--- src/rtl/column_slice_sequencer_pkg.sv ---
// Shared encodings and constants for the raycast column sequencer.
// Angles are carried in 1/16-degree units; cosine table is Q1.8.
package raycast_pkg;

   typedef enum logic [2:0] {
      ST_IDLE,
      ST_ISSUE,
      ST_WAIT_RSP,
      ST_CORRECT,
      ST_DIVIDE,
      ST_OUTPUT
   } seq_state_t;

   localparam int ANGLE_SCALE    = 16;
   localparam int ANGLE_SHIFT    = 4;
   localparam int ANGLE_FULL     = 5760;
   localparam int COS_TBL_FRAC_W = 8;
   localparam int COS_TBL_W      = 9;
   localparam int BETA_W         = 5;
   localparam int DIV_W          = 14;

   // round(256*cos(beta)) for beta = 0..31 degrees
   localparam logic [COS_TBL_W-1:0] COS_TBL [0:31] = '{
      9'd256, 9'd256, 9'd256, 9'd256, 9'd255, 9'd255, 9'd255, 9'd254,
      9'd254, 9'd253, 9'd252, 9'd251, 9'd250, 9'd249, 9'd248, 9'd247,
      9'd246, 9'd245, 9'd243, 9'd242, 9'd241, 9'd239, 9'd237, 9'd236,
      9'd234, 9'd232, 9'd230, 9'd228, 9'd226, 9'd224, 9'd222, 9'd219
   };

endpackage

--- src/rtl/column_slice_sequencer_if.sv ---
// Ray request/response and slice output bundle of the column sequencer.
interface column_slice_sequencer_if #(
   parameter int NUM_COLS = 160,
   parameter int DIST_W   = 13,
   parameter int HEIGHT_W = 7
);
   localparam int COL_W = $clog2(NUM_COLS);

   // valid/ready: a transfer happens on a rising edge where both are 1; the
   // sender holds valid and its payload stable until then. The response path
   // has no ready and is only observed while a request is outstanding.
   logic                ray_req_valid;
   logic                ray_req_ready;
   logic [8:0]          ray_angle;
   logic                ray_rsp_valid;
   logic                ray_rsp_hit;
   logic [DIST_W-1:0]   ray_rsp_dist;
   logic                slice_valid;
   logic                slice_ready;
   logic [COL_W-1:0]    slice_col;
   logic [HEIGHT_W-1:0] slice_height;
   logic                slice_last;

   modport master (
      output ray_req_valid, ray_angle,
      input  ray_req_ready,
      input  ray_rsp_valid, ray_rsp_hit, ray_rsp_dist,
      output slice_valid, slice_col, slice_height, slice_last,
      input  slice_ready
   );

   modport slave (
      input  ray_req_valid, ray_angle,
      output ray_req_ready,
      output ray_rsp_valid, ray_rsp_hit, ray_rsp_dist,
      input  slice_valid, slice_col, slice_height, slice_last,
      output slice_ready
   );
endinterface

--- src/rtl/column_slice_sequencer_divider.sv ---
// Serial restoring divider: one quotient bit per cycle, done pulses once the
// last bit has been produced.
module slice_height_divider #(
   parameter int DIVIDEND_W = 14,
   parameter int DIVISOR_W  = 13
) (
   input  logic                  clock,
   input  logic                  reset,
   input  logic                  start,
   input  logic [DIVIDEND_W-1:0] dividend,
   input  logic [DIVISOR_W-1:0]  divisor,
   output logic                  done,
   output logic [DIVIDEND_W-1:0] quotient
);
   localparam int CNT_W = $clog2(DIVIDEND_W);

   logic [DIVISOR_W:0]    rem_q, rem_shift, rem_next;
   logic [DIVIDEND_W-1:0] quo_q;
   logic [DIVISOR_W-1:0]  div_q;
   logic [CNT_W-1:0]      cnt_q;
   logic                  running_q, done_q, fits;

   always_comb begin
      rem_shift = {rem_q[DIVISOR_W-1:0], quo_q[DIVIDEND_W-1]};
      fits      = rem_shift >= {1'b0, div_q};
      rem_next  = fits ? rem_shift - {1'b0, div_q} : rem_shift;
   end

   always_ff @(posedge clock) begin
      if (reset) begin
         rem_q     <= '0;
         quo_q     <= '0;
         div_q     <= '0;
         cnt_q     <= '0;
         running_q <= 1'b0;
         done_q    <= 1'b0;
      end else begin
         done_q <= 1'b0;
         if (start) begin
            rem_q     <= '0;
            quo_q     <= dividend;
            div_q     <= divisor;
            cnt_q     <= '0;
            running_q <= 1'b1;
         end else if (running_q) begin
            rem_q <= rem_next;
            quo_q <= {quo_q[DIVIDEND_W-2:0], fits};
            cnt_q <= cnt_q + 1'b1;
            if (cnt_q == CNT_W'(DIVIDEND_W - 1)) begin
               running_q <= 1'b0;
               done_q    <= 1'b1;
            end
         end
      end
   end

   assign done     = done_q;
   assign quotient = quo_q;
endmodule

--- src/rtl/column_slice_sequencer.sv ---
// Walks the screen columns of one frame: casts a ray per column, corrects the
// returned distance for fish-eye and emits a wall-slice height per column.
module column_slice_sequencer
   import raycast_pkg::*;
#(
   parameter int NUM_COLS   = 160,
   parameter int FOV_DEG    = 60,
   parameter int DIST_W     = 13,
   parameter int FRAC_W     = 8,
   parameter int HEIGHT_W   = 7,
   parameter int MAX_HEIGHT = 120,
   parameter int PROJ_CONST = 8896
) (
   input  logic       clock,
   input  logic       reset,
   input  logic       start,
   input  logic [8:0] player_angle,
   output logic       busy,
   output logic       frame_done,
   output seq_state_t dbg_state,
   column_slice_sequencer_if.master bus
);
   localparam int COL_W    = $clog2(NUM_COLS);
   localparam int STEP     = (FOV_DEG * ANGLE_SCALE + NUM_COLS / 2) / NUM_COLS;
   localparam int HALF_FOV = FOV_DEG * ANGLE_SCALE / 2;
   localparam int BETA_MAX = FOV_DEG / 2;

   function automatic int col_offset(input logic [COL_W-1:0] col);
      return HALF_FOV - int'(col) * STEP;
   endfunction

   function automatic logic [8:0] ray_deg(input logic [8:0] player, input logic [COL_W-1:0] col);
      int a;
      a = int'(player) * ANGLE_SCALE + col_offset(col);
      if (a < 0) a = a + ANGLE_FULL;
      else if (a >= ANGLE_FULL) a = a - ANGLE_FULL;
      return 9'(a >> ANGLE_SHIFT);
   endfunction

   function automatic logic [BETA_W-1:0] beta_deg(input logic [COL_W-1:0] col);
      int o;
      o = col_offset(col);
      if (o < 0) o = -o;
      o = o >> ANGLE_SHIFT;
      if (o > BETA_MAX) o = BETA_MAX;
      return BETA_W'(o);
   endfunction

   seq_state_t            state_q, state_d;
   logic [COL_W-1:0]      col_q;
   logic [8:0]            player_q, ray_angle_q;
   logic [BETA_W-1:0]     beta_q;
   logic [DIST_W-1:0]     dist_q, corrected;
   logic [HEIGHT_W-1:0]   height_q;
   logic                  frame_done_q, last_col, div_start, div_done;
   logic [FRAC_W:0]       cos_val;
   logic [DIST_W+FRAC_W:0] prod;
   logic [DIV_W-1:0]      div_quotient;

   assign last_col = (col_q == COL_W'(NUM_COLS - 1));

   // Fish-eye correction: table is Q1.8, rescaled to Q1.FRAC_W.
   always_comb begin
      cos_val   = (FRAC_W+1)'((int'(COS_TBL[beta_q]) << FRAC_W) >> COS_TBL_FRAC_W);
      prod      = {{(FRAC_W+1){1'b0}}, dist_q} * {{DIST_W{1'b0}}, cos_val};
      corrected = DIST_W'(prod >> FRAC_W);
   end

   always_comb begin
      state_d   = state_q;
      div_start = 1'b0;
      case (state_q)
         ST_IDLE:     if (start) state_d = ST_ISSUE;
         ST_ISSUE:    if (bus.ray_req_ready) state_d = ST_WAIT_RSP;
         ST_WAIT_RSP: if (bus.ray_rsp_valid) state_d = bus.ray_rsp_hit ? ST_CORRECT : ST_OUTPUT;
         ST_CORRECT: begin
            if (corrected == '0) begin
               state_d = ST_OUTPUT;
            end else begin
               div_start = 1'b1;
               state_d   = ST_DIVIDE;
            end
         end
         ST_DIVIDE:   if (div_done) state_d = ST_OUTPUT;
         ST_OUTPUT:   if (bus.slice_ready) state_d = last_col ? ST_IDLE : ST_ISSUE;
         default:     state_d = ST_IDLE;
      endcase
   end

   always_ff @(posedge clock) begin
      if (reset) state_q <= ST_IDLE;
      else       state_q <= state_d;
   end

   always_ff @(posedge clock) begin
      if (reset) begin
         col_q        <= '0;
         player_q     <= '0;
         ray_angle_q  <= '0;
         beta_q       <= '0;
         dist_q       <= '0;
         height_q     <= '0;
         frame_done_q <= 1'b0;
      end else begin
         frame_done_q <= 1'b0;
         case (state_q)
            ST_IDLE: if (start) begin
               player_q    <= player_angle;
               col_q       <= '0;
               ray_angle_q <= ray_deg(player_angle, '0);
               beta_q      <= beta_deg('0);
            end
            ST_WAIT_RSP: if (bus.ray_rsp_valid) begin
               if (bus.ray_rsp_hit) dist_q   <= bus.ray_rsp_dist;
               else                 height_q <= '0;
            end
            ST_CORRECT: if (corrected == '0) height_q <= HEIGHT_W'(MAX_HEIGHT);
            ST_DIVIDE: if (div_done) begin
               height_q <= (div_quotient > DIV_W'(MAX_HEIGHT)) ? HEIGHT_W'(MAX_HEIGHT)
                                                               : div_quotient[HEIGHT_W-1:0];
            end
            ST_OUTPUT: if (bus.slice_ready) begin
               if (last_col) begin
                  col_q        <= '0;
                  frame_done_q <= 1'b1;
               end else begin
                  col_q       <= col_q + 1'b1;
                  ray_angle_q <= ray_deg(player_q, col_q + 1'b1);
                  beta_q      <= beta_deg(col_q + 1'b1);
               end
            end
            default: ;
         endcase
      end
   end

   slice_height_divider #(
      .DIVIDEND_W (DIV_W),
      .DIVISOR_W  (DIST_W)
   ) u_divider (
      .clock    (clock),
      .reset    (reset),
      .start    (div_start),
      .dividend (DIV_W'(PROJ_CONST)),
      .divisor  (corrected),
      .done     (div_done),
      .quotient (div_quotient)
   );

   assign bus.ray_req_valid = (state_q == ST_ISSUE);
   assign bus.ray_angle     = ray_angle_q;
   assign bus.slice_valid   = (state_q == ST_OUTPUT);
   assign bus.slice_col     = col_q;
   assign bus.slice_height  = height_q;
   assign bus.slice_last    = (state_q == ST_OUTPUT) && last_col;
   assign busy              = (state_q != ST_IDLE);
   assign frame_done        = frame_done_q;
   assign dbg_state         = state_q;
endmodule

--- src/flat_wrapper.sv ---
// flat-port wrapper written by rule: the top's interface ports become plain ports
module column_slice_sequencer_flat import raycast_pkg::*;
#(
   parameter int NUM_COLS   = 160,
   parameter int FOV_DEG    = 60,
   parameter int DIST_W     = 13,
   parameter int FRAC_W     = 8,
   parameter int HEIGHT_W   = 7,
   parameter int MAX_HEIGHT = 120,
   parameter int PROJ_CONST = 8896
)
  (clock, reset, start, player_angle, busy, frame_done, dbg_state, bus_ray_req_valid, bus_ray_angle, bus_ray_req_ready, bus_ray_rsp_valid, bus_ray_rsp_hit, bus_ray_rsp_dist, bus_slice_valid, bus_slice_col, bus_slice_height, bus_slice_last, bus_slice_ready);
  column_slice_sequencer_if #(.NUM_COLS(NUM_COLS), .DIST_W(DIST_W), .HEIGHT_W(HEIGHT_W)) bus_i ();
  input  logic clock;
  input  logic reset;
  input  logic start;
  input  logic [8:0] player_angle;
  output logic busy;
  output logic frame_done;
  output seq_state_t dbg_state;
  output wire logic [$bits(bus_i.ray_req_valid)-1:0] bus_ray_req_valid;
  output wire logic [$bits(bus_i.ray_angle)-1:0] bus_ray_angle;
  input wire logic [$bits(bus_i.ray_req_ready)-1:0] bus_ray_req_ready;
  input wire logic [$bits(bus_i.ray_rsp_valid)-1:0] bus_ray_rsp_valid;
  input wire logic [$bits(bus_i.ray_rsp_hit)-1:0] bus_ray_rsp_hit;
  input wire logic [$bits(bus_i.ray_rsp_dist)-1:0] bus_ray_rsp_dist;
  output wire logic [$bits(bus_i.slice_valid)-1:0] bus_slice_valid;
  output wire logic [$bits(bus_i.slice_col)-1:0] bus_slice_col;
  output wire logic [$bits(bus_i.slice_height)-1:0] bus_slice_height;
  output wire logic [$bits(bus_i.slice_last)-1:0] bus_slice_last;
  input wire logic [$bits(bus_i.slice_ready)-1:0] bus_slice_ready;
  assign bus_ray_req_valid = bus_i.ray_req_valid;
  assign bus_ray_angle = bus_i.ray_angle;
  assign bus_i.ray_req_ready = bus_ray_req_ready;
  assign bus_i.ray_rsp_valid = bus_ray_rsp_valid;
  assign bus_i.ray_rsp_hit = bus_ray_rsp_hit;
  assign bus_i.ray_rsp_dist = bus_ray_rsp_dist;
  assign bus_slice_valid = bus_i.slice_valid;
  assign bus_slice_col = bus_i.slice_col;
  assign bus_slice_height = bus_i.slice_height;
  assign bus_slice_last = bus_i.slice_last;
  assign bus_i.slice_ready = bus_slice_ready;
  column_slice_sequencer #(.NUM_COLS(NUM_COLS), .FOV_DEG(FOV_DEG), .DIST_W(DIST_W), .FRAC_W(FRAC_W), .HEIGHT_W(HEIGHT_W), .MAX_HEIGHT(MAX_HEIGHT), .PROJ_CONST(PROJ_CONST)) u_core (.clock(clock), .reset(reset), .start(start), .player_angle(player_angle), .busy(busy), .frame_done(frame_done), .dbg_state(dbg_state), .bus(bus_i));
endmodule
--- config.mk ---
export PLATFORM = sky130hd
export DESIGN_NAME = column_slice_sequencer_flat
export DESIGN_NICKNAME = d
export VERILOG_FILES = /design/src/rtl/column_slice_sequencer_pkg.sv /design/src/rtl/column_slice_sequencer_if.sv /design/src/rtl/column_slice_sequencer_divider.sv /design/src/rtl/column_slice_sequencer.sv /design/src/flat_wrapper.sv
export SDC_FILE = /design/constraint.sdc
export NUM_CORES = 1
export LEC_CHECK = 0
export ABC_AREA = 0
export CAP_MARGIN = 10
export CORE_MARGIN = 2
export CORE_UTILIZATION = 35
export CTS_CLUSTER_SIZE = 24
export DETAILED_ROUTE_END_ITERATION = 8
export SLEW_MARGIN = 30
export SYNTH_ARGS = -nofsm -noshare
export SYNTH_HDL_FRONTEND = slang
export SYNTH_SLANG_ARGS = --single-unit
--- constraint.sdc ---
create_clock -name clock -period 7.4 [get_ports clock]
set_input_delay 1.48 -clock clock [delete_from_list [all_inputs] [get_ports clock]]
set_output_delay 1.48 -clock clock [all_outputs]
set_load 0.05 [all_outputs]
==> summary.txt, run 1 <==
Worst setup path
  • Reg-to-reg critical path endpoint: u_core.u_divider.cnt_q[1]
  • Reg2reg setup slack: between 0.3 and 0.4 ns
  • Crit Path Class: flop to flop
  • CP Capture Type: flop
  • CP bufs+invs: 5
  • Critical Path AT: between 7 and 8 ns
  • Worst r2r src: u_core.beta_q[1]
  • Startpoint class of the critical path: flop
  • Slowest cell delay on critical path: 0.54 ns
  • Delay-heaviest family, CP: adder cells
  • CP max-delay cell: fa_1
  • Reg2Reg Depth: 26
  • Worst EP required: roughly 7.7 ns
  • Critical path fanouts, max: 28

Placed design
  • Placer Congestion: just under 0.9
  • Buffers added on ports: 60
  • Place WS: approximately 0.15 ns
  • HPWL after DPL: 20,800 µm

Floorplan
  • Std cell rows: 63
  • Die Y: 179 µm
  • # IOs: 61
  • Die area: between 0.03 and 0.04 mm²
  • Initial core utilization: between 30% and 40%
  • Core region area: ~0.030 mm²
  • Die Wd: around 180 µm

Hold path
  • Min-delay src: u_core.u_divider.div_q[5]
  • Worst hold path type: flop to flop
  • Worst Hold Path EP: u_core.u_divider.div_q[5]
  • Hold-critical path depth: 2

Route
  • Vias: roughly 9,400
  • Wire length per cell: between 15 and 20 µm
  • DRT Pass-1 Iters: 5
  • Post-route DRC: 0
  • Via/cell ratio: 5.37
  • Drt initial violations: between 500 and 600
  • Routed WL: around 27,000 µm
  • Routed Antenna Nets: 0

Finish
  • Filler cells: slightly above 3,000
  • Area grow syn2layout: 12.1%
  • Util after Layout: around 40%
  • Share of post-route cells with drive strength above 1: under 10%
  • Layout Nets: 1,536
  • Ant diodes: 0

Synth
  • Synth area leaders: dfxtp_1 (19%), fa_1 (15%), ha_1 (9.3%)
  • Synth area leader: dfxtp_1
  • EDFF count, synth: 0
  • Register area share after synthesis: a little under a fifth
  • Post-Syn Nets: 1,513
  • Average size of a mapped cell: 8.05 µm²
  • Cells after Synth: ~1,300
  • Top cell type's share of synthesized area: a little under a fifth
  • Cell Area, Synth: approximately 0.011 mm²
  • Main synth FF type: dfxtp_1
  • Netlist cell types: 87
  • Async S/R FF share, synth: 0%
  • Number of synthesized register bits: roughly 100
  • Count leader, synth: nor2_1
  • Synth top cells by count: nor2_1 (131), inv_1 (130), nand2_1 (130)
  • Number of synthesis warnings: 0

Clock tree
  • Post-CTS setup buffers: 0
  • CTS max path bufs: 2
  • CTS resizes: 0
  • CTS buffer count: 9
  • H-tree Lvls: 3
  • CTS tree: built
  • Clk slew on worst S/H paths: about 0.080 ns
  • Clk root buf: clkbuf_16
  • # hold bufs at CTS: 0
  • Clock latency on the worst-skew pair: 0.36 ns
  • Clock sinks: 101

GRT
  • Grt total ovfl: 0
  • Largest net degree at the start of global routing: just under 80
  • Gr usage total: between 10% and 20%
  • Vias in the first global route: between 9,000 and 10,000
  • First-pass GRT wire length: 45,600 µm
  • Initial antenna violation count: 0

Job
  • Max-Cap Viols: 0

Timing
  • Tcrit/Tclk final: between 90% and 100%
  • Max Freq: ~140 MHz
  • Final min period: between 7 and 8 ns
  • Setup Viol. Count Final: 0
  • Max Slew Vio Count: 0
  • Setup ws final: 0.355 ns
  • Final Hold Fails: 0
  • Setup TNS after final layout: 0 ns
  • Slew headroom: about two fifths
  • Worst Tran Pin Value: approximately 0.89 ns
  • Worst Clk Skew: 0.0142 ns

Pwr
  • VDD IR-drop max: about 0.099 mV
  • Combinational power share: roughly 37%
  • Leak: 5.14 nW
  • PwrDens: roughly 150 mW/mm²
  • NetSw: 0.716 mW
  • Clock Power Share: roughly 28%
  • Switching share of power: approximately two fifths
  • Flop pwr share: 35.0%
  • Cell internal pwr: 1.08 mW

Outcome
  • Status: finished clean
==> metrics by stage <==
stage / power, mW / hold slack (ns) / instance area [µm²] / instances
after global routing: 1.91 / 0.491 / 12000 / 1745
after floorplan: 1.11 / 0.436 / 10700 / 1327
final: 1.79 / 0.463 / 12000 / 1745
after CTS: 1.81 / 0.465 / 11900 / 1745
after global placement: 1.29 / 0.446 / 11600 / 1729
after detailed placement: 1.30 / 0.454 / 11600 / 1729
==> metal layers <==
metal,share of wire [%],GRT usage (%),vias up
met5,0,0,-
met1,47,23.9,4513
met2,46,29.0,214
li1,-,-,4611
met3,4.3,2.46,37
met4,2.6,6.10,0
==> worst reg2reg max path: cells and delay by family (launching register included) <==
kind / cells / cell delay [ns]
AO/OA/AOI/OAI: 10 / 2.27
buffers and inverters: 5 / 0.51
flip-flops: 1 / 0.38
AND/OR/NAND/NOR: 5 / 1.24
adder cells (fa/ha/maj): 6 / 2.60
==> cells in the final DEF (no fill, tap or decap), types with 21 or more instances in the layout <==
| cell | count |
|---|---|
| a21oi_1 | 87 |
| ha_1 | 79 |
| inv_1 | 130 |
| clkdlybuf4s50_1 | 59 |
| fa_1 | 78 |
| nor3_1 | 23 |
| xor2_1 | 22 |
| a211oi_1 | 22 |
| o21ai_0 | 41 |
| nand3_1 | 55 |
| mux2i_1 | 47 |
| xnor2_1 | 38 |
| nand2_1 | 129 |
| nor2_1 | 131 |
| dfxtp_1 | 97 |
| nor2b_1 | 21 |
==> state kept, by name, summed over array words and instances, names as in the netlist, 4 cells and up <==
register	cells
u_core.u_divider.rem_q	13
u_core.u_divider.quotient	14
u_core.dist_q	13
u_core.bus.ray_angle	9
u_core.bus.slice_col	8
u_core.player_q	9
u_core.u_divider.cnt_q	4
u_core.beta_q	5
u_core.u_divider.div_q	13
u_core.bus.slice_height	7
==> worst max-delay path by stage <==
stage	startpoint	slack (ns)	cells past startpoint	end
global placement	u_core.beta_q[1]	0.29	27	u_core.u_divider.div_q[2]
finish	u_core.beta_q[1]	0.36	26	u_core.u_divider.cnt_q[1]
floorplan	u_core.beta_q[1]	0.49	28	u_core.u_divider.div_q[6]
CTS	u_core.beta_q[1]	0.13	27	u_core.u_divider.div_q[4]
detailed placement	u_core.beta_q[0]	0.15	26	u_core.u_divider.div_q[4]
global route	u_core.beta_q[1]	-0.01	26	u_core.u_divider.rem_q[5]
==> logic make-up (layout without fill, tap and decap cells) <==
group,count (synthesis),after routing,share of synthesized area (%)
AO/OA/AOI/OAI,284,284,18.2
flip-flops,101,101,18.9
AND/OR/NAND/NOR,470,470,21.2
adder cells (fa/ha/maj),159,159,24.1
multiplexers,51,51,4.83
buffers and inverters,201,229,7.71
XOR/XNOR,61,61,5.07
==> cell type report <==
| type | count | area, µm² | share of cell area [%] |
|---|---|---|---|
| multi-input cells | 1025 | 7890 | 65.9 |
| flip-flops and latches | 101 | 2030 | 17.0 |
| repair buffers | 82 | 768 | 6.42 |
| inverters | 131 | 492 | 4.11 |
| well taps | 390 | 488 | 4.08 |
| clock buffers | 9 | 225 | 1.88 |
| clock inverters | 7 | 81.3 | 0.679 |
==> power by group through the flow <==
| stage | Sequential, mW | Clock (mW) | Combinational [mW] |
|---|---|---|---|
| 6_report | 0.627 | 0.495 | 0.670 |
| 5_1_grt | 0.634 | 0.536 | 0.742 |
| 4_1_cts | 0.626 | 0.514 | 0.666 |
| 3_5_place_dp | 0.639 | 0 | 0.663 |
| 3_3_place_gp | 0.638 | 0 | 0.657 |
| 2_1_floorplan | 0.657 | 0 | 0.454 |
No activity file was read; power rests on OpenSTA's default activity.
==> run 2, diff against run 1 <==
--- a/config.mk
+++ b/config.mk
@@ -7,10 +7,13 @@
 export LEC_CHECK = 0
 export ABC_AREA = 0
 export CAP_MARGIN = 10
+export CELL_PAD_IN_SITES_DETAIL_PLACEMENT = 1
+export CELL_PAD_IN_SITES_GLOBAL_PLACEMENT = 1
 export CORE_MARGIN = 2
 export CORE_UTILIZATION = 35
 export CTS_CLUSTER_SIZE = 24
 export DETAILED_ROUTE_END_ITERATION = 8
+export PLACE_DENSITY_LB_ADDON = 0.1
 export SLEW_MARGIN = 30
 export SYNTH_ARGS = -nofsm -noshare
 export SYNTH_HDL_FRONTEND = slang
==> run 2 against run 1 <==
Against the previous run:
- worst setup slack improved by 0.092 ns
- via count increased by 0.29%
- worst hold slack got worse by 0.0045 ns
- sequential power about the same
- total power increased by 2.5%
- non-clock buffer count increased by 13
- maximum frequency increased by 1.3%
- first-iteration DRC count decreased by 20%
- critical path depth unchanged
- flip-flop and latch count unchanged
- clock skew increased by 0.00068 ns
- clock power increased by 4.6%
- critical endpoint unchanged
- largest power group unchanged
- highest routed layer unchanged
==> summary.txt, run 2 (same netlist as run 1, synthesis figures left out) <==
GRT
  • Initial antenna violation count: 0 (unchanged)
  • Largest net degree at the start of global routing: 47 (was 78)
  • GRT Max-Usage Layer: met2 (unchanged)
  • Gr usage total: 20.5% (was 17.7%)
  • Met2 GRT Util: 36.1% (was 29.0%)
  • Met1 Use GR: 25.9% (was 23.9%)
  • Grt total ovfl: 0 (unchanged)
  • First-pass GRT wire length: 51,700 µm (was 45,600 µm)
  • Vias in the first global route: 9,885 (was 9,079)
  • Met3 Usage GRT: 2.86% (was 2.46%)

Clock tree
  • Clock latency on the worst-skew pair: 0.39 ns (was 0.36 ns)
  • Clock sinks: 101 (unchanged)
  • Clk root buf: clkbuf_16 (unchanged)
  • H-tree Lvls: 3 (unchanged)
  • CTS max path bufs: 2 (unchanged)
  • CTS tree: built (unchanged)
  • CTS buffer count: 9 (unchanged)
  • # hold bufs at CTS: 0 (unchanged)
  • Clk slew on worst S/H paths: 0.07 ns (was 0.08 ns)

Finish
  • Share of post-route cells with drive strength above 1: 7.60% (was 6.20%)
  • Filler cells: 3,615 (was 3,052)
  • Largest register FFs: 14 (unchanged)
  • Area grow syn2layout: 13.4% (was 12.1%)
  • Most frequent cells in the layout: nor2_1 (131), inv_1 (130), nand2_1 (129) (unchanged)
  • Most common cell after layout, fill and taps aside: nor2_1 (unchanged)
  • Finished layout cell area: 0.0121 mm² (was 0.0120 mm²)
  • Layout Nets: 1,549 (was 1,536)
  • Ant diodes: 0 (unchanged)
  • Final cell count without fillers: 1,758 (was 1,745)

Worst setup path
  • Slowest cell delay on critical path: 0.53 ns (was 0.54 ns)
  • Startpoint class of the critical path: flop (unchanged)
  • Reg-to-reg critical path endpoint: u_core.u_divider.cnt_q[1] (unchanged)
  • Critical Path AT: 7.25 ns (was 7.33 ns)
  • CP max-delay cell: fa_1 (unchanged)
  • CP bufs+invs: 6 (was 5)
  • Crit Path Class: flop to flop (unchanged)
  • Worst EP required: 7.70 ns (was 7.69 ns)
  • Worst r2r src: u_core.beta_q[1] (unchanged)
  • Crit. Startpoint: u_core.beta_q[1] (unchanged)
  • Delay-heaviest family, CP: adder cells (unchanged)
  • Reg2reg setup slack: 0.45 ns (was 0.36 ns)
  • CP Capture Type: flop (unchanged)
  • CP endpoint: u_core.u_divider.cnt_q[1] (unchanged)
  • Reg2Reg Depth: 26 (unchanged)
  • Crit path depth: 26 (unchanged)
  • Critical path fanouts, max: 28 (unchanged)

Timing
  • Final min period: 6.95 ns (was 7.04 ns)
  • Slew headroom: 43.1% (was 40.5%)
  • Tcrit/Tclk final: 94.0% (was 95.2%)
  • Max Slew Vio Count: 0 (unchanged)
  • RSZ-0062 raised after global routing: no
  • Final hold slack: 0.458 ns (was 0.463 ns)
  • Setup Viol. Count Final: 0 (unchanged)
  • Final Hold Fails: 0 (unchanged)
  • Worst Clk Skew: 0.0149 ns (was 0.0142 ns)
  • Worst Tran Pin Value: 0.851 ns (was 0.892 ns)
  • Setup ws final: 0.448 ns (was 0.355 ns)
  • Max Freq: 144 MHz (was 142 MHz)

Route
  • Drt initial violations: 415 (was 522)
  • Routed Antenna Nets: 0 (unchanged)
  • Post-route DRC: 0 (unchanged)
  • Wire length per cell: 17.7 µm (was 15.6 µm)
  • Routed WL: 31,100 µm (was 27,200 µm)
  • DRT Pass-1 Iters: 4 (was 5)
  • Vias: 9,402 (was 9,375)
  • Via/cell ratio: 5.35 (was 5.37)

Floorplan
  • Die Wd: 179 µm (unchanged)
  • Initial core utilization: 35.8% (unchanged)
  • Core region area: 0.0299 mm² (unchanged)
  • # IOs: 61 (unchanged)
  • Std cell rows: 63 (unchanged)
  • Die Y: 179 µm (unchanged)
  • Die area: 0.0319 mm² (unchanged)

Placed design
  • Post-placement cell area: 0.0117 mm² (was 0.0116 mm²)
  • Cells after DPL: 1,741 (was 1,729)
  • HPWL after DPL: 24,600 µm (was 20,800 µm)
  • Placer Congestion: 0.789 (was 0.877)
  • Place WS: -0.0331 ns (was 0.152 ns)
  • Buffers added on ports: 60 (unchanged)

Pwr
  • Pwr Total: 1.84 mW (was 1.79 mW)
  • VDD IR-drop max: 0.115 mV (was 0.0992 mV)
  • Leak: 5.21 nW (was 5.14 nW)
  • PwrDens: 152 mW/mm² (was 150 mW/mm²)

Hold path
  • Worst hold path type: flop to flop (unchanged)

Outcome
  • Status: finished clean (unchanged)

Job
  • Max-Cap Viols: 0 (unchanged)
## run 2: changes by cell type in the layout (fill, tap and decap cells not counted), moves of 2 or more
cell      previous run  this run
a21oi_1             87        85
a21oi_2              2         5
buf_4               20        31
clkinv_8             2         0
inv_6                2         4
nor3_1              23        21
nor3_2               0         2
## run 2: what timing repair did
| item | CTS | global route |
|---|---|---|
| pin swaps | 0 | 5 |
| setup endpoints to repair | 11 | 53 |
| buffers inserted | 0 | 1 |
| gates resized for setup | 1 | 16 |
## run 2: layer usage
layer	up-vias	routed length, µm
li1	4637	-
met1	4666	14200
met2	72	15700
met3	27	595
met4	0	503
met5	-	0
## run 2: area by class of cell
| cell class | count | area (µm²) | share of cell area [%] |
|---|---|---|---|
| multi-input combinational | 1025 | 7920 | 65.4 |
| tap | 390 | 488 | 4.03 |
| clock buffer | 10 | 250 | 2.07 |
| clock inverter | 6 | 55.1 | 0.455 |
| sequential | 101 | 2030 | 16.7 |
| inverter | 131 | 492 | 4.06 |
| timing repair buffer | 95 | 882 | 7.28 |
## run 2: through the flow
step	setup TNS, ns	utilization (%)
floorplan	0	-
global placement	0	39.2
CTS	0	40.2
detailed placement	-0.0984	39.2
global route	0	40.5
finish	0	40.5
## run 2: worst min-delay path, cell delays in order (launching register included)
cell and delay, ns:
dfxtp_1 0.31, nand2_1 0.05, a21oi_1 0.05
## run 2: power by group
part           switching (mW)  internal, mW
sequential             0.0492         0.577
clock                   0.260         0.257
combinational           0.426         0.266
## run 2: how the worst min path moves through the flow
stage / from / end / slack (ns) / cells after the start
final: u_core.bus.ray_angle[2] / u_core.bus.ray_angle[2] / 0.46 / 2
after global routing: u_core.bus.ray_angle[2] / u_core.bus.ray_angle[2] / 0.50 / 2
after CTS: u_core.bus.ray_angle[2] / u_core.bus.ray_angle[2] / 0.46 / 2
after detailed placement: u_core.bus.ray_angle[2] / u_core.bus.ray_angle[2] / 0.45 / 2
after global placement: u_core.bus.ray_angle[2] / u_core.bus.ray_angle[2] / 0.44 / 2
after floorplan: u_core.u_divider.div_q[0] / u_core.u_divider.div_q[0] / 0.44 / 2
==> run 3, diff against run 2 <==
--- a/config.mk
+++ b/config.mk
@@ -9,6 +9,7 @@
 export CAP_MARGIN = 10
 export CELL_PAD_IN_SITES_DETAIL_PLACEMENT = 1
 export CELL_PAD_IN_SITES_GLOBAL_PLACEMENT = 1
+export CORE_ASPECT_RATIO = 0.5
 export CORE_MARGIN = 2
 export CORE_UTILIZATION = 35
 export CTS_CLUSTER_SIZE = 24
==> run 3 against run 2 <==
Against the previous run:
- count of clock-buffer cells in the layout down 1
- maximum frequency down 1.2%
- global-route usage down 0.59 points
- cell area about the same
- non-clock buffer count down 8
- critical path depth up 1
- register-to-register slack worse by 0.08 ns
- die area up 0.27%
- first-iteration DRC count up 1.4%
- core utilization down 0.43 points
- worst setup slack worse by 0.082 ns
- critical path type unchanged
- largest cell class unchanged
==> summary.txt, run 3 (same netlist as run 1, synthesis figures left out) <==
Outcome
  • Status: finished clean (unchanged)

Hold path
  • Min-delay src: u_core.u_divider.div_q[5] (was u_core.bus.ray_angle[2])
  • Worst hold path type: flop to flop (unchanged)
  • Hold-critical path depth: 2 (unchanged)

Floorplan
  • # IOs: 61 (unchanged)
  • Initial core utilization: 35.4% (was 35.8%)
  • Core region area: 0.0302 mm² (was 0.0299 mm²)
  • Std cell rows: 45 (was 63)
  • Die Y: 128 µm (was 179 µm)
  • Die area: 0.0320 mm² (was 0.0319 mm²)
  • Die Wd: 251 µm (was 179 µm)

Clock tree
  • CTS buffer count: 9 (unchanged)
  • Clock latency on the worst-skew pair: 0.39 ns (about the same)
  • CTS tree: built (unchanged)
  • Clk root buf: clkbuf_16 (unchanged)
  • Clk slew on worst S/H paths: 0.08 ns (was 0.07 ns)
  • Clock sinks: 101 (unchanged)
  • H-tree Lvls: 3 (unchanged)
  • CTS max path bufs: 2 (unchanged)

Timing
  • Worst Tran Pin Value: 0.905 ns (was 0.851 ns)
  • Max Freq: 142 MHz (was 144 MHz)
  • Final Hold Fails: 0 (unchanged)
  • Worst Clk Skew: 0.00922 ns (was 0.0149 ns)
  • Setup TNS after final layout: 0 ns (unchanged)
  • Slew headroom: 39.5% (was 43.1%)
  • Max Slew Vio Count: 0 (unchanged)
  • Tcrit/Tclk final: 95.1% (was 94.0%)
  • Final min period: 7.03 ns (was 6.95 ns)
  • Setup ws final: 0.366 ns (was 0.448 ns)
  • Setup Viol. Count Final: 0 (unchanged)

Placed design
  • HPWL after DPL: 25,000 µm (was 24,600 µm)
  • Placer Congestion: 0.873 (was 0.789)
  • Place WS: -0.358 ns (was -0.0331 ns)
  • Buffers added on ports: 60 (unchanged)
  • Post-placement cell area: 0.0116 mm² (was 0.0117 mm²)

Pwr
  • Clock Power Share: 27.5% (was 28.2%)
  • PwrDens: 151 mW/mm² (was 152 mW/mm²)
  • Cell internal pwr: 1.08 mW (was 1.10 mW)
  • Pwr Total: 1.83 mW (was 1.84 mW)
  • Combinational power share: 37.9% (was 37.7%)
  • Flop pwr share: 34.6% (was 34.1%)
  • VDD IR-drop max: 0.0909 mV (was 0.115 mV)
  • Leak: 5.17 nW (was 5.21 nW)
  • NetSw: 0.743 mW (was 0.736 mW)
  • Switching share of power: 40.7% (was 40.1%)

GRT
  • Met2 GRT Util: 32.8% (was 36.1%)
  • Initial antenna violation count: 0 (unchanged)
  • GRT Max-Usage Layer: met2 (unchanged)
  • Met3 Usage GRT: 3.06% (was 2.86%)
  • Met1 Use GR: 27.6% (was 25.9%)
  • Grt total ovfl: 0 (unchanged)
  • Largest net degree at the start of global routing: 47 (unchanged)
  • First-pass GRT wire length: 51,100 µm (was 51,700 µm)
  • Vias in the first global route: 9,555 (was 9,885)
  • Gr usage total: 19.9% (was 20.5%)

Job
  • Max-Cap Viols: 0 (unchanged)

Route
  • Via/cell ratio: 5.36 (was 5.35)
  • Drt initial violations: 421 (was 415)
  • Routed WL: 31,300 µm (was 31,100 µm)
  • Routed Antenna Nets: 0 (unchanged)
  • Post-route DRC: 0 (unchanged)
  • DRT Pass-1 Iters: 4 (unchanged)
  • Wire length per cell: 17.8 µm (was 17.7 µm)
  • Vias: 9,425 (was 9,402)

Worst setup path
  • CP endpoint: u_core.bus.slice_height[5] (was u_core.u_divider.cnt_q[1])
  • Reg2reg setup slack: 0.37 ns (was 0.45 ns)
  • Crit Path Class: flop to flop (unchanged)
  • Worst r2r src: u_core.beta_q[1] (unchanged)
  • Startpoint class of the critical path: flop (unchanged)
  • Reg-to-reg critical path endpoint: u_core.bus.slice_height[5] (was u_core.u_divider.cnt_q[1])
  • Critical path fanouts, max: 20 (was 28)
  • Critical Path AT: 7.32 ns (was 7.25 ns)
  • Worst EP required: 7.69 ns (was 7.70 ns)
  • Crit. Startpoint: u_core.beta_q[1] (unchanged)
  • CP Capture Type: flop (unchanged)
  • Reg2Reg Depth: 27 (was 26)

Finish
  • Area grow syn2layout: 13.3% (was 13.4%)
  • Filler cells: 3,625 (was 3,615)
  • Most frequent cells in the layout: nor2_1 (131), inv_1 (130), nand2_1 (129) (unchanged)
  • Share of post-route cells with drive strength above 1: 7.50% (was 7.60%)
  • Layout Nets: 1,541 (was 1,549)
  • Finished layout cell area: 0.0121 mm² (about the same)
  • Ant diodes: 0 (unchanged)
  • Largest register FFs: 14 (unchanged)
  • Most common cell after layout, fill and taps aside: nor2_1 (unchanged)
## run 3: cell count changes in the layout (fill, tap and decap cells not counted), sizes merged
cell and delta:
inv +1, clkbuf -1, buf -8
## run 3: per-stage QoR
| step | hold slack (ns) | cells | utilization [%] |
|---|---|---|---|
| 6_report | 0.464 | 1759 | 40.1 |
| 5_1_grt | 0.483 | 1759 | 40.1 |
| 4_1_cts | 0.473 | 1757 | 39.6 |
| 3_5_place_dp | 0.461 | 1741 | 38.6 |
| 3_3_place_gp | 0.451 | 1741 | 38.6 |
| 2_1_floorplan | 0.436 | 1327 | - |
## run 3: power by group through the flow
stage	registers, mW	clock network [mW]	logic, mW
2_1_floorplan	0.657	0	0.454
3_3_place_gp	0.642	0	0.660
3_5_place_dp	0.643	0	0.673
4_1_cts	0.631	0.523	0.679
5_1_grt	0.638	0.542	0.763
6_report	0.632	0.502	0.694
## run 3: cell type report
cell class	instances	area (µm²)	share of cell area, %
clock buffer	9	225	1.86
clock inverter	7	73.8	0.610
inverter	131	492	4.06
multi-input combinational	1025	7960	65.8
sequential	101	2030	16.8
tap	399	499	4.12
timing repair buffer	87	822	6.79
## run 3: repair_timing
action / 4_1_cts / 5_1_grt
hold buffers: 0 / 0
setup endpoints to repair: 54 / 56
resized for setup: 3 / 28
pin swaps: 0 / 10
buffers inserted: 0 / 2
## run 3: worst min path at each step
stage	to	slack, ns
floorplan	u_core.u_divider.div_q[0]	0.44
global placement	u_core.u_divider.div_q[5]	0.45
detailed placement	u_core.u_divider.div_q[5]	0.46
CTS	u_core.u_divider.div_q[5]	0.47
global route	u_core.u_divider.div_q[5]	0.48
finish	u_core.u_divider.div_q[5]	0.46
## run 3: critical path, cell delays in order, from the launching register on
cell and delay, ns:
dfxtp_2 0.38, inv_1 0.11, ha_1 0.22, nor2b_1 0.14, a211o_1 0.31, a32oi_4 0.37
buf_6 0.19, nand3_1 0.10, fa_1 0.49, fa_1 0.51, inv_1 0.04, ha_1 0.27
inv_1 0.05, fa_1 0.53, inv_1 0.04, ha_1 0.27, nand4b_1 0.14, nor3_4 0.30
a21boi_4 0.34, a21o_1 0.17, a2111o_1 0.13, o311ai_1 0.11, or3_1 0.39, or4_4 0.51
o31ai_4 0.32, buf_12 0.20, a21oi_1 0.07, a211oi_1 0.22
## run 3: layer usage
metal / vias to the layer above / wire, µm
li1: 4625 / -
met1: 4693 / 15600
met2: 86 / 14600
met3: 21 / 776
met4: 0 / 353
met5: - / 0
